**config.mk**
```make
export PLATFORM = sky130hd
export DESIGN_NAME = mem_scan_display
export DESIGN_NICKNAME = d
export VERILOG_FILES = /design/src/rtl/mem_scan_display.sv
export SDC_FILE = /design/constraint.sdc
export NUM_CORES = 1
export LEC_CHECK = 0
export CORE_MARGIN = 2
export CORE_UTILIZATION = 50
export DETAILED_ROUTE_END_ITERATION = 10
export PLACE_DENSITY = 0.85
export REMOVE_ABC_BUFFERS = 1
export SETUP_SLACK_MARGIN = 0.05
export SYNTH_ARGS = -nofsm -noshare
export SYNTH_HDL_FRONTEND = slang
export SYNTH_SLANG_ARGS = --single-unit
```
**constraint.sdc**
```tcl
create_clock -name clk -period 2.8 [get_ports clk]
set_input_delay 0.84 -clock clk [delete_from_list [all_inputs] [get_ports clk]]
set_output_delay 0.84 -clock clk [all_outputs]
set_load 0.02 [all_outputs]
```
**src/rtl/mem_scan_display.sv**
```systemverilog
// Read-only memory walker for the six-digit hex display: scans words 0..SCAN_DEPTH-1, low half then high half.
// Define SCAN_DEBOUNCE_EN to insert a stable-level debouncer between the button synchronizers and edge detectors.
module mem_scan_display #(
  parameter int MEM_ADDR_WIDTH  = 10,
  parameter int MEM_DATA_WIDTH  = 32,
  parameter int SCAN_DEPTH      = 128,
  parameter int DWELL_CYCLES    = 5_000_000,
  parameter int DEBOUNCE_CYCLES = 100_000
) (
  input  logic                      clk,
  input  logic                      rst_n,
  input  logic                      mem_busy,
  output logic [MEM_ADDR_WIDTH-1:0] rd_addr,
  input  logic [MEM_DATA_WIDTH-1:0] rd_data,
  input  logic                      btn_pause,
  input  logic                      btn_step,
  output logic [23:0]               hex_out,
  output logic                      half_sel,
  output logic                      paused,
  output logic                      disp_valid,
  output logic [1:0]                state_dbg
);

  typedef enum logic [1:0] {
    ST_REQ     = 2'd0,
    ST_WAIT    = 2'd1,
    ST_CAPTURE = 2'd2,
    ST_SHOW    = 2'd3
  } state_t;

  localparam int DW = $clog2(DWELL_CYCLES);
  localparam logic [DW-1:0] DWELL_LAST = DW'(DWELL_CYCLES - 1);
  localparam logic [MEM_ADDR_WIDTH-1:0] ADDR_LAST = MEM_ADDR_WIDTH'(SCAN_DEPTH - 1);

  if (DWELL_CYCLES < 2 || SCAN_DEPTH < 1 || SCAN_DEPTH > (1 << MEM_ADDR_WIDTH) ||
      MEM_DATA_WIDTH != 32 || DEBOUNCE_CYCLES < 1) begin : g_bad_params
    $error("mem_scan_display: illegal parameter combination");
  end

  // Buttons: bit 0 = pause, bit 1 = step.
  logic [1:0] btn_raw, sync1, sync2, level, level_d, pulse;
  assign btn_raw = {btn_step, btn_pause};

  always_ff @(posedge clk or negedge rst_n) begin
    if (!rst_n) begin
      sync1   <= '0;
      sync2   <= '0;
      level_d <= '0;
    end else begin
      sync1   <= btn_raw;
      sync2   <= sync1;
      level_d <= level;
    end
  end

`ifdef SCAN_DEBOUNCE_EN
  localparam int DEB_W = $clog2(DEBOUNCE_CYCLES + 1);
  localparam logic [DEB_W-1:0] DEB_LAST = DEB_W'(DEBOUNCE_CYCLES - 1);
  logic [DEB_W-1:0] deb_cnt [2];
  logic [1:0]       deb_level;

  // The level follows the input only after it has differed for DEBOUNCE_CYCLES cycles in a row.
  always_ff @(posedge clk or negedge rst_n) begin
    if (!rst_n) begin
      deb_level <= '0;
      for (int i = 0; i < 2; i++) deb_cnt[i] <= '0;
    end else begin
      for (int i = 0; i < 2; i++) begin
        if (sync2[i] != deb_level[i]) begin
          if (deb_cnt[i] == DEB_LAST) begin
            deb_level[i] <= sync2[i];
            deb_cnt[i]   <= '0;
          end else begin
            deb_cnt[i] <= deb_cnt[i] + 1'b1;
          end
        end else begin
          deb_cnt[i] <= '0;
        end
      end
    end
  end
  assign level = deb_level;
`else
  assign level = sync2;
`endif

  assign pulse = level & ~level_d;

  logic                      pause_pulse, step_pulse;
  assign pause_pulse = pulse[0];
  assign step_pulse  = pulse[1];

  state_t                    state;
  logic [MEM_ADDR_WIDTH-1:0] scan_addr, next_addr;
  logic [DW-1:0]             dwell;
  logic [15:0]               word_hi;
  logic [7:0]                addr_byte;

  if (MEM_ADDR_WIDTH >= 8) begin : g_addr_wide
    assign addr_byte = scan_addr[7:0];
  end else begin : g_addr_narrow
    assign addr_byte = {{(8 - MEM_ADDR_WIDTH){1'b0}}, scan_addr};
  end

  assign next_addr = (scan_addr == ADDR_LAST) ? '0 : scan_addr + 1'b1;
  assign rd_addr   = scan_addr;
  assign state_dbg = state;

  // disp_valid is a level, not a handshake: once the first word is captured it stays high until reset,
  // and hex_out is only rewritten on a capture or a half switch, so it never shows a torn word.
  always_ff @(posedge clk or negedge rst_n) begin
    if (!rst_n) begin
      state      <= ST_REQ;
      scan_addr  <= '0;
      dwell      <= '0;
      word_hi    <= '0;
      hex_out    <= '0;
      half_sel   <= 1'b0;
      paused     <= 1'b0;
      disp_valid <= 1'b0;
    end else begin
      if (pause_pulse) paused <= ~paused;
      case (state)
        ST_REQ: begin
          if (!mem_busy) state <= ST_WAIT;
        end
        ST_WAIT: begin
          state <= mem_busy ? ST_REQ : ST_CAPTURE;
        end
        ST_CAPTURE: begin
          word_hi    <= rd_data[31:16];
          hex_out    <= {addr_byte, rd_data[15:0]};
          disp_valid <= 1'b1;
          half_sel   <= 1'b0;
          dwell      <= '0;
          state      <= ST_SHOW;
        end
        ST_SHOW: begin
          // Pause wins over a simultaneous step; stepping only acts on an already-paused scan.
          if (step_pulse && paused && !pause_pulse) begin
            scan_addr <= next_addr;
            dwell     <= '0;
            state     <= ST_REQ;
          end else if (!paused) begin
            if (dwell == DWELL_LAST) begin
              dwell <= '0;
              if (!half_sel) begin
                half_sel <= 1'b1;
                hex_out  <= {hex_out[23:16], word_hi};
              end else begin
                scan_addr <= next_addr;
                state     <= ST_REQ;
              end
            end else begin
              dwell <= dwell + 1'b1;
            end
          end
        end
        default: state <= ST_REQ;
      endcase
    end
  end

endmodule

```
# Word level (Yosys, flattened, before mapping)
# Cells that the tools add are included.
dict set report totals {
  inputBits 37
  out_inout_bits 39
  regBits 84
}
dict set report op_classes {
  mux 25
  n_bitwise 4
  addsub 2
  n_reduce_logical 13
  n_eq_ne 14
}
# op count
set ops {}
lappend ops {{$mux W23} 3}
lappend ops {{$mux W16} 4}
lappend ops {{$mux W10} 5}
lappend ops {{$pmux W24 S2} 1}
lappend ops {{$pmux W23 S2} 1}
lappend ops {{$add A23 B1 Y23 const B} 1}
lappend ops {{$eq A23 B23 Y1 const B} 1}
lappend ops {{$mux W2} 6}
lappend ops {{$reduce_and A4 Y1} 3}
lappend ops {{$add A10 B1 Y10 const B} 1}
lappend ops {{$eq A10 B7 Y1 const B} 1}
lappend ops {{$ne A2 B2 Y1 const B} 5}
lappend ops {{$ne A3 B3 Y1 const B} 3}
lappend ops {{$pmux W2 S4} 1}
lappend ops {{$reduce_bool A2 Y1} 3}
lappend ops {{$reduce_and A5 Y1} 1}
lappend ops {{$eq A2 B2 Y1 const B} 2}
lappend ops {{$reduce_and A2 Y1} 2}
lappend ops {{$mux W1} 3}
lappend ops {{$and A2 B2 Y2} 1}
lappend ops {{$eq A2 B1 Y1 const B} 1}
lappend ops {{$logic_and A1 B1 Y1} 2}
lappend ops {{$logic_not A2 Y1} 1}
lappend ops {{$ne A2 B1 Y1 const B} 1}
lappend ops {{4 further kinds} 5}

# Depth between registers and ports, before layout
dict set report depth {
  ltp_word 6
  ltp_mapped 7
  ltp_nobuf 6
}

# Worst setup path after synthesis
# OpenSTA, ideal clock, no wires.
dict set report synth_timing {
  path_type {register to register}
  start {reg dwell[0]}
  end {reg scan_addr[8], in the netlist rd_addr[8]}
  period_less_slack_ps 1967
  stages_incl_launch_ff 7
  n_path_buf 0
  path_slack_ps 833
  arrival_ps 1837
  path_cell_list {dfrtp_1 -> ha_1 -> and4_1 -> nand4_2 -> o31a_1 -> or3_1 -> xnor2_1}
}
dict set report synth_between {
  elab_chain_len 3
}
# element line_no
set synth_rtl {}
lappend synth_rtl {{start: declaration} 95} ;# logic [DW-1:0] dwell;
lappend synth_rtl {{start signal: assignment} 155} ;# dwell <= dwell + 1'b1;
lappend synth_rtl {{$eq A23 B23 Y1} 145} ;# if (dwell == DWELL_LAST) begin
lappend synth_rtl {{$reduce_bool A2 Y1 (no source line)} -}
lappend synth_rtl {{$reduce_and A4 Y1 (no source line)} -}
lappend synth_rtl {{end signal: assignment} 141} ;# scan_addr <= next_addr;
lappend synth_rtl {{end signal: assignment} 151} ;# scan_addr <= next_addr;
lappend synth_rtl {{end: declaration} 94} ;# logic [MEM_ADDR_WIDTH-1:0] scan_addr, next_addr;
# Every way passes these cells.
# A chain may end at the register's enable or synchronous reset.

# Final worst setup path
dict set report layout_timing {
  start {reg state[0], in the netlist state_dbg[0]}
  end {out state_dbg[0]}
}
# element line_no
set layout_rtl {}
lappend layout_rtl {{start: declaration} 93} ;# state_t state;
lappend layout_rtl {{start signal: assignment} 128} ;# state <= mem_busy ? ST_REQ : ST_CAPTURE;
lappend layout_rtl {{end: declaration} 21} ;# output logic [1:0] state_dbg
# No word-level cell between the ends.

==> flow_metrics.env <==
export IMPL_globalRouteMet2Util_pct=32.8
export IMPL_num_nets_final=438
export IMPL_worst_pin_slew_ns=0.766
export IMPL_critPathMaxStageDelay_ns=0.70
export IMPL_worstPathArrival_ns=1.66
export IMPL_final_layout_size_suffix_gt1_share_pct=22.5
export IMPL_drc_errors=0
export IMPL_fin_crit_ns=2.50
export IMPL_holdCritPathClass="reg -> reg"
export IMPL_grt_max_degree=49
export IMPL_final_cell_area_mm2=0.00495
export IMPL_min_period_over_period_pct=89.5
export IMPL_skew_ns=0.0119
export IMPL_routed_wl_mm=8.00
export IMPL_clk_latency_ns=0.35
export IMPL_first_pass_iters=4
export IMPL_die_h_um=91.9
export IMPL_use_met3_pct=3.29
export IMPL_vias=2786
export IMPL_antenna_found_initial=0
export IMPL_grt_pass1_vias=2752
export IMPL_grt_usage_pct=19.8
export IMPL_yosysSeqAreaShare_pct=54.4
export IMPL_post_cts_resize_count=0
export IMPL_cts_root_buf="clkbuf_8"
export IMPL_rsz0062_at_grt="false"
export IMPL_num_rows=32
export IMPL_clk_path_buf_depth=2
export IMPL_vias_per_cell=5.51
export IMPL_required_ns=1.96
export IMPL_endpoint_kind="primary output"
export IMPL_setup_tns_ns=0
export IMPL_post_cts_buffers=0
export IMPL_grt_pass1_wl_mm=13.1
export IMPL_overflow=0
export IMPL_clk_pin_slew_ns=0.09
export IMPL_die_area_mm2=0.00845
export IMPL_dpl_instance_area_mm2=0.00475
export IMPL_r2r_slack_ns=0.46
export IMPL_io_pins=76
export IMPL_synth_ff_type="dfrtp_1"
export IMPL_cp_slowest_cell="clkdlybuf4s50_1"
export IMPL_drv_slew=0
export IMPL_wire_per_inst_um=15.8
export IMPL_coreArea_mm2=0.00761
export IMPL_cap_violations=0
export IMPL_total_power_w=0.00458
export IMPL_numCtsBuffers=9
export IMPL_p_leak_nw=2.12
export IMPL_worstPathMaxFanout=12
export IMPL_final_cell_mix="84 x dfrtp_1, 74 x clkdlybuf4s50_1, 47 x mux2_2, 23 x nor2_1, 16 x nand4_1"
export IMPL_use_met1_pct=25.9
export IMPL_port_buffers=75
export IMPL_yosysWarningCount=0
export IMPL_cts_sinks=84
export IMPL_syn_to_final_growth_pct=28.2
export IMPL_crit_type="reg -> out"
export IMPL_ys_types=42
export IMPL_drt_iter0_markers=140
export IMPL_drtAntennaViolNets=0
export IMPL_final_common_cell="dfrtp_1"
export IMPL_hold_viol=0
export IMPL_netlist_area_mm2=0.00386
export IMPL_postCtsHoldBufs=0
export IMPL_synth_edff_count=0
export IMPL_cp_top_family="buffers and inverters"
export IMPL_cts_tree="done"
export IMPL_achievable_frequency_mhz=399
export IMPL_fp_dieW_um=91.9
export IMPL_slew_headroom_pct=48.9
export IMPL_path_buf_inv=1
export IMPL_peakVddDrop_uv=556
export IMPL_start_kind="register"
export IMPL_synth_area_per_cell_um2=12.2
export IMPL_p_per_area_mw_per_mm2=924
export IMPL_grt_busiest_layer="met2"
export IMPL_dp_final_hpwl_mm=5.76
export IMPL_holdWs_ns=0.350
export IMPL_ys_ff_latch=84
export IMPL_gp_congestion=0.786
export IMPL_htree_levels=3
export IMPL_setup_violations=0
export IMPL_diodes=0
export IMPL_cp_cell_sequence="clkdlybuf4s50_1"
export IMPL_async_reset_ff_share_pct=100
export IMPL_outcome="finished, final reports clean"
export IMPL_start_util_pct=50.8
export IMPL_synthCells=318
-- flip-flops by register name (all words and copies together), names as in the netlist, named ones only --
signal / count
disp_valid: 1
dwell: 23
half_sel: 1
hex_out: 24
level: 2
level_d: 2
paused: 1
rd_addr: 10
state_dbg: 1
sync1: 2
word_hi: 16
-- path summary, 6_finish.rpt --
check | cells past startpoint | from | endpoint
setup reg to reg | 6 | dwell[0]$_DFFE_PN0P_ | hex_out[11]$_DFFE_PN0P_
max in group asynchronous | 2 | rst_n | level[1]$_DFF_PN0_
setup / recovery | 1 | state_dbg[0]$_DFFE_PN0P_ | state_dbg[0]
hold reg to reg | 0 | sync1[1]$_DFF_PN0_ | level[1]$_DFF_PN0_
min in group asynchronous | 1 | rst_n | dwell[2]$_DFFE_PN0P_
hold / removal | 0 | sync1[1]$_DFF_PN0_ | level[1]$_DFF_PN0_
-- synthesized netlist by cell type (4+ instances only) --
cell / count / area (µm²)
xor2_1: 13 / 114
nor2_1: 23 / 86.3
o21ai_0: 12 / 60.1
mux2_4: 10 / 150
inv_1: 5 / 18.8
nand4_1: 16 / 100
a21oi_1: 10 / 50.1
nand2_1: 15 / 56.3
clkbuf_1: 7 / 26.3
mux2_2: 47 / 529
and2_1: 4 / 25.0
nor3_1: 5 / 25.0
dfrtp_1: 84 / 2100
and3_1: 7 / 43.8
or3_1: 10 / 62.6
nand3_1: 12 / 60.1
xnor2_1: 6 / 52.6
-- per-layer routing --
metal / vias to the layer above / routed length, µm
met2: 70 / 4110
met3: 13 / 350
met1: 1389 / 3390
li1: 1314 / -
met5: - / 0
met4: 0 / 144
-- layout make-up --
class / instances / area (µm²)
sequential: 84 / 2100
multi-input combinational: 218 / 1700
timing repair buffer: 81 / 806
tap: 102 / 128
clock buffer: 9 / 124
inverter: 5 / 18.8
clock inverter: 7 / 78.8
fill: 583 / 2660
-- cells by family (layout without fill, tap and decap cells) --
| family | count (synthesis) | in the layout | synth area share [%] |
|---|---|---|---|
| buf+inv | 16 | 102 | 1.78 |
| simple gates | 107 | 107 | 15.6 |
| flops | 84 | 84 | 54.4 |
| xor+xnor | 19 | 19 | 4.31 |
| compound gates | 33 | 33 | 5.63 |
| fa+ha+maj | 2 | 2 | 0.648 |
| mux | 57 | 57 | 17.6 |
-- metrics by stage --
stage / std cells / setup WS [ns] / util [%]
floorplan: 307 / -0.165 / -
global placement: 490 / 0.559 / 62.4
detailed placement: 490 / 0.464 / 62.4
CTS: 506 / 0.277 / 65.1
global route: 506 / 0.230 / 65.1
finish: 506 / 0.295 / 65.1
-- where the power goes --
part	internal (W)	switching (W)
clock	0.000425	0.000459
sequential	0.00154	0.000267
combinational	0.00105	0.000834
Note: power is estimated with default switching activity, not from simulation.
